==> src/rtl/sram_wb_arbiter.sv <==
`default_nettype none
// ============================================================================
// Module   : sram_wb_arbiter
// Purpose  : Two-master round-robin Wishbone arbiter in front of the SRAM
//            Wishbone slave. Master 0 is the management/CPU bus and master 1
//            is the accelerator bus. The grant is held for a whole
//            transaction. A watchdog releases a slave that never acknowledges.
// Revision : 1.0  initial release
// ============================================================================
module sram_wb_arbiter #(
  parameter int TIMEOUT_CYCLES = 16
) (
  input  logic        wb_clk_i,
  input  logic        wb_rst_ni,
  // master 0
  input  logic        m0_cyc_i,
  input  logic        m0_stb_i,
  input  logic        m0_we_i,
  input  logic [3:0]  m0_sel_i,
  input  logic [31:0] m0_adr_i,
  input  logic [31:0] m0_dat_i,
  output logic        m0_ack_o,
  output logic        m0_err_o,
  output logic [31:0] m0_dat_o,
  // master 1
  input  logic        m1_cyc_i,
  input  logic        m1_stb_i,
  input  logic        m1_we_i,
  input  logic [3:0]  m1_sel_i,
  input  logic [31:0] m1_adr_i,
  input  logic [31:0] m1_dat_i,
  output logic        m1_ack_o,
  output logic        m1_err_o,
  output logic [31:0] m1_dat_o,
  // shared slave
  output logic        s_cyc_o,
  output logic        s_stb_o,
  output logic        s_we_o,
  output logic [3:0]  s_sel_o,
  output logic [31:0] s_adr_o,
  output logic [31:0] s_dat_o,
  input  logic        s_ack_i,
  input  logic [31:0] s_dat_i,
  // current grant, one-hot, bit0 = master 0
  output logic [1:0]  grant_o
);

  // --------------------------------------------------------------------------
  // Constants
  // --------------------------------------------------------------------------
  localparam logic [1:0] c_IDLE   = 2'd0;
  localparam logic [1:0] c_GRANT0 = 2'd1;
  localparam logic [1:0] c_GRANT1 = 2'd2;

  // Counter is wide enough to hold TIMEOUT_CYCLES itself, so it never wraps
  // before the terminal value is seen.
  localparam int              c_CW   = $clog2(TIMEOUT_CYCLES + 1);
  localparam logic [c_CW-1:0] c_TERM = c_CW'(TIMEOUT_CYCLES - 1);
  localparam logic [c_CW-1:0] c_MAX  = {c_CW{1'b1}};

  // --------------------------------------------------------------------------
  // Registers and wires
  // --------------------------------------------------------------------------
  logic [1:0]      r_state;
  logic            r_last;       // 1'b0: m0 served last, 1'b1: m1 served last
  logic [c_CW-1:0] r_cnt;

  logic [1:0]      w_state_nxt;
  logic            w_last_nxt;
  logic [c_CW-1:0] w_cnt_nxt;

  logic            w_req0;
  logic            w_req1;
  logic            w_gnt_cyc;    // cyc of whichever master currently holds the bus
  logic            w_cnt_hit;
  logic            w_tmo;        // watchdog fires this cycle (ack absent, master still in cycle)
  logic            w_exit;       // current grant ends at the next edge

  assign w_req0 = m0_cyc_i & m0_stb_i;
  assign w_req1 = m1_cyc_i & m1_stb_i;

  // Select the cycle line of the granted master for the exit/timeout decisions.
  always_comb begin
    w_gnt_cyc = 1'b0;
    case (r_state)
      c_GRANT0: w_gnt_cyc = m0_cyc_i;
      c_GRANT1: w_gnt_cyc = m1_cyc_i;
      default:  w_gnt_cyc = 1'b0;
    endcase
  end

  // Ack has priority over the watchdog; an aborting master gets no error either.
  assign w_cnt_hit = (r_cnt == c_TERM);
  assign w_tmo     = w_gnt_cyc & ~s_ack_i & w_cnt_hit;
  assign w_exit    = s_ack_i | ~w_gnt_cyc | w_cnt_hit;

  // --------------------------------------------------------------------------
  // State register: FSM state, round-robin pointer and watchdog counter.
  // Reset leaves last_served pointing at m1 so m0 wins the first tie.
  // --------------------------------------------------------------------------
  always_ff @(posedge wb_clk_i or negedge wb_rst_ni) begin
    if (!wb_rst_ni) begin
      r_state <= c_IDLE;
      r_last  <= 1'b1;
      r_cnt   <= '0;
    end else begin
      r_state <= w_state_nxt;
      r_last  <= w_last_nxt;
      r_cnt   <= w_cnt_nxt;
    end
  end

  // --------------------------------------------------------------------------
  // Next-state logic: round-robin arbitration in IDLE, release in GRANTx.
  // Every grant returns through IDLE so s_stb_o drops between transactions.
  // --------------------------------------------------------------------------
  always_comb begin
    w_state_nxt = r_state;
    w_last_nxt  = r_last;
    w_cnt_nxt   = '0;
    case (r_state)
      c_IDLE: begin
        if (w_req0 && (!w_req1 || r_last)) begin
          w_state_nxt = c_GRANT0;
        end else if (w_req1) begin
          w_state_nxt = c_GRANT1;
        end
      end
      c_GRANT0: begin
        if (w_exit) begin
          w_state_nxt = c_IDLE;
          w_last_nxt  = 1'b0;
        end else begin
          w_cnt_nxt = (r_cnt == c_MAX) ? r_cnt : r_cnt + 1'b1;
        end
      end
      c_GRANT1: begin
        if (w_exit) begin
          w_state_nxt = c_IDLE;
          w_last_nxt  = 1'b1;
        end else begin
          w_cnt_nxt = (r_cnt == c_MAX) ? r_cnt : r_cnt + 1'b1;
        end
      end
      default: begin
        w_state_nxt = c_IDLE;
      end
    endcase
  end

  // --------------------------------------------------------------------------
  // Output logic: steer the granted master onto the slave and route the
  // response back; everything is zero in IDLE and toward the idle master.
  // --------------------------------------------------------------------------
  always_comb begin
    s_cyc_o  = 1'b0;
    s_stb_o  = 1'b0;
    s_we_o   = 1'b0;
    s_sel_o  = 4'h0;
    s_adr_o  = 32'h0;
    s_dat_o  = 32'h0;
    m0_ack_o = 1'b0;
    m0_err_o = 1'b0;
    m0_dat_o = 32'h0;
    m1_ack_o = 1'b0;
    m1_err_o = 1'b0;
    m1_dat_o = 32'h0;
    grant_o  = 2'b00;
    case (r_state)
      c_GRANT0: begin
        s_cyc_o  = m0_cyc_i;
        s_stb_o  = m0_stb_i;
        s_we_o   = m0_we_i;
        s_sel_o  = m0_sel_i;
        s_adr_o  = m0_adr_i;
        s_dat_o  = m0_dat_i;
        m0_ack_o = s_ack_i;
        m0_err_o = w_tmo;
        m0_dat_o = s_dat_i;
        grant_o  = 2'b01;
      end
      c_GRANT1: begin
        s_cyc_o  = m1_cyc_i;
        s_stb_o  = m1_stb_i;
        s_we_o   = m1_we_i;
        s_sel_o  = m1_sel_i;
        s_adr_o  = m1_adr_i;
        s_dat_o  = m1_dat_i;
        m1_ack_o = s_ack_i;
        m1_err_o = w_tmo;
        m1_dat_o = s_dat_i;
        grant_o  = 2'b10;
      end
      default: begin
        grant_o = 2'b00;
      end
    endcase
  end

endmodule
`default_nettype wire

==> config.mk <==
export PLATFORM = sky130hd
export DESIGN_NAME = sram_wb_arbiter
export DESIGN_NICKNAME = d
export VERILOG_FILES = /design/src/rtl/sram_wb_arbiter.sv
export SDC_FILE = /design/constraint.sdc
export NUM_CORES = 1
export LEC_CHECK = 0
export ABC_CLOCK_PERIOD_IN_PS = 4500
export CAP_MARGIN = 10
export CORE_AREA = 3 3 121 123
export CTS_BUF_LIST = sky130_fd_sc_hd__clkbuf_8
export CTS_CLUSTER_SIZE = 28
export DETAILED_ROUTE_END_ITERATION = 8
export DIE_AREA = 0 0 124 126
export GPL_TIMING_DRIVEN = 0
export SYNTH_ARGS = -nofsm -noshare
export SYNTH_HDL_FRONTEND = slang
export SYNTH_SLANG_ARGS = --single-unit
==> constraint.sdc <==
create_clock -name wb_clk_i -period 4.5 [get_ports wb_clk_i]
set_clock_uncertainty 0.15 [all_clocks]
set_input_delay 0.675 -clock wb_clk_i [delete_from_list [all_inputs] [get_ports wb_clk_i]]
set_output_delay 0.675 -clock wb_clk_i [all_outputs]
set_load 0.01 [all_outputs]
==> impl_results.md <==
- Reg power frac: 0.042
- Status: finished clean
- CTS HTree Levels: 1
- Critical Path Fanout Max: 10
- Power Dens Cells: 424 nW/um^2
- Seq/Total Area, Yosys: 0.0964
- Fin. Hold Viols: 0
- Worst-Skew Late Latency: roughly 0.24 ns
- Vias in the first global route: about 3500
- Max Cap Viol: 0
- Hpwl dp: 11200 um
- Ant. Diodes: 0
- Slew Limit Fails: 0
- Syn Nets: between 400 and 500
- Setup TNS: 0 ns
- Clock-pin slew on the worst setup and hold paths: roughly 0.050 ns
- CTS Buffer Depth: 2
- Drt via density: about 4.3
- Final worst-path cycle share: 0.749
- Syn avg cell area: 7.23 um^2
- Post-cts resize count: 0
- Net load switching power: between 1 and 1.5 mW
- Peak supply drop: approximately 0.00014 V
- Initial DRC count: 80
- Area of the mapped netlist: 2090 um^2
- Pre-CTS WS: 1.31 ns
- Global-route wire length before repair: 19300 um
- Top-Level Pins: between 300 and 400
- Initial antenna violation count: 0
- Die X: about 120 um
- Vias: roughly 3400
- Post-route minimum period: 3.37 ns
- Combinational share of power: 0.918
- Int Pwr: about 1.3 mW
- YS warnings: 0
- Port bufs: about 320
- Endpoint class of the critical path: output pin
- Setup-failing EPs final: 0
- Clock Sinks: 8
- Largest net degree at the start of global routing: 11
- CTS tree: yes
- Post-Route WL: approximately 13000 um
- # rows: 43
- Synth-to-Final Area Change: 165%
- Switching Share: 0.438
- Peak Freq: slightly below 0.3 GHz
- Sequential Area: around 200 um^2
- Startpoint class of the critical path: flip-flop
- Clock power frac: 0.039
- Starting Density: 0.152
- Die span in y: approximately 130 um
- Distinct cell type count of the synthesized netlist: 31
- Drt pass-1 iters: 4
- Rel. slew slack: 0.629
- Leak: between 1.5 and 2 nW
- Root buffer cell: clkbuf_8
- Drt wl/cell: ~17 um
- Die area: ~16000 um^2
- Inserted Clock Buffers: 3
- WS Path Type: flip-flop to output pin
- Post-CTS setup buffer count: 0
- Nets: 796
- Worst slew pin tran: approximately 0.56 ns
- Setup slack after layout: approximately 1.1 ns
- HP Class: flip-flop to flip-flop
- RSZ-0062 raised after global routing: no
- Reg2reg path depth: 6
- GRT overflow: 0
- Routed Antenna Nets: 0
- Area of the multi-input gates: approximately 1700 um^2
- Share of layout cells above drive strength 1: 0.0443
- GP Congestion: 0.859
- Hold buffer count at CTS: 0
- WP data required: about 3.7 ns
- Syn Inst Count: roughly 290
- Cell depth of the worst hold path: 2
- Post-route DRC: 0
- Core Area: about 14000 um^2
- Total Routing Usage GR: 0.156
- FILL cells: about 1400
- Synth Register Bits: 8
- Crit path DAT: between 2 and 3 ns
==> flip-flops by register name (all words and copies together), names as in the netlist <==
signal,cells
r_cnt,5
r_last,1
r_state,2
==> area by class of cell <==
class / instances / share of cell area
Inverter: 4 / 0.00271
Buffer: 32 / 0.0280
Sequential cell: 8 / 0.0364
Tap cell: 180 / 0.0407
Clock inverter: 1 / 0.000678
Multi-Input combinational cell: 245 / 0.310
Clock buffer: 3 / 0.00746
Timing Repair Buffer: 317 / 0.573
==> power by group through the flow <==
stage | clock, mW | combinational, mW | sequential, mW
2_1_floorplan | 0 | 1.06 | 0.0966
3_3_place_gp | 0 | 2.16 | 0.0988
3_5_place_dp | 0 | 2.18 | 0.101
4_1_cts | 0.0961 | 2.20 | 0.0998
5_1_grt | 0.101 | 2.33 | 0.101
6_report | 0.0918 | 2.15 | 0.0995
==> worst paths after layout <==
| path | start | to | slack, ns |
|---|---|---|---|
| worst max-delay path | r_state[1]$_DFFE_PN0P_ | s_adr_o[11] | 1.13 |
| worst min-delay path | r_last$_DFFE_PN1P_ | r_last$_DFFE_PN1P_ | 0.32 |
| worst max register to register | r_cnt[0]$_DFFE_PN0P_ | r_state[0]$_DFFE_PN0P_ | 2.50 |
| worst min register to register | r_last$_DFFE_PN1P_ | r_last$_DFFE_PN1P_ | 0.32 |
| max in group asynchronous | wb_rst_ni | r_last$_DFFE_PN1P_ | 3.29 |
| min in group asynchronous | wb_rst_ni | r_state[1]$_DFFE_PN0P_ | 0.59 |
==> critical path, stage by stage (launching register included) <==
cell and delay [ns]:
dfrtp_1 0.41, inv_1 0.11, ha_1 0.29, buf_2 0.27, clkbuf_1 0.40, nor2b_1 0.27, clkdlybuf4s50_1 0.57
==> cells in the final DEF (no fill, tap or decap), types with 3 or more instances in the layout <==
cell type and count:
clkdlybuf4s50_1 317, and2_1 66, buf_2 13, clkbuf_1 15, ha_1 8, clkbuf_8 3
dfrtp_1 7, nor2b_1 71, a22oi_1 70, inv_1 5, nor2_1 4, buf_4 3
==> routing by layer <==
layer	wire length, um	up-vias	GRT usage
li1	-	1656	-
met1	5040	1557	0.176
met2	6910	184	0.297
met3	1330	6	0.0400
met4	80	0	0.0206
met5	0	-	0
==> per-stage QoR <==
stage          cells  total power, mW   util  cell area, um^2  hold WS [ns]
2_1_floorplan    289             1.16      -             2090         0.229
3_3_place_gp     786             2.26  0.398             5490         0.301
3_5_place_dp     786             2.28  0.398             5490         0.314
4_1_cts          790             2.39  0.402             5530         0.319
5_1_grt          790             2.54  0.402             5530         0.336
6_report         790             2.34  0.402             5530         0.317
==> cells in the mapped netlist <==
| cell type | count | share of area |
|---|---|---|
| o2bb2ai_1 | 2 | 0.0084 |
| nand2_2 | 1 | 0.0030 |
| clkbuf_1 | 15 | 0.027 |
| xnor2_1 | 1 | 0.0042 |
| and2_4 | 1 | 0.0042 |
| nand3b_1 | 1 | 0.0036 |
| o21ai_0 | 1 | 0.0024 |
| dfrtp_1 | 7 | 0.084 |
| a22oi_2 | 1 | 0.0060 |
| buf_2 | 13 | 0.031 |
| buf_6 | 1 | 0.0054 |
| nor2_1 | 4 | 0.0072 |
| and2_1 | 66 | 0.20 |
| and4b_1 | 2 | 0.0096 |
| nor3b_2 | 1 | 0.0060 |
| nand4b_1 | 1 | 0.0042 |
| a21oi_1 | 2 | 0.0048 |
| a22oi_1 | 70 | 0.25 |
| and3b_1 | 1 | 0.0042 |
| a22o_4 | 1 | 0.0084 |
| buf_4 | 3 | 0.011 |
| nor2b_1 | 71 | 0.21 |
| nand2_1 | 2 | 0.0036 |
| a21boi_0 | 2 | 0.0072 |
| a2bb2oi_2 | 1 | 0.0072 |
| inv_1 | 4 | 0.0072 |
| ha_1 | 8 | 0.048 |
| nor3b_1 | 2 | 0.0072 |
| dfstp_2 | 1 | 0.013 |
| and3_1 | 1 | 0.0030 |
| xor2_1 | 2 | 0.0084 |
==> logic make-up after synthesis <==
logic type / after synthesis / share of synthesized area
adders and majority gates: 8 / 0.0479
xor gates and xnor gates: 3 / 0.0126
and+or+nand+nor: 154 / 0.466
AOI/OAI and AO/OA: 80 / 0.296
DFF: 8 / 0.0964
buffers and inverters: 36 / 0.0814
(Power assumes the default switching activity.)
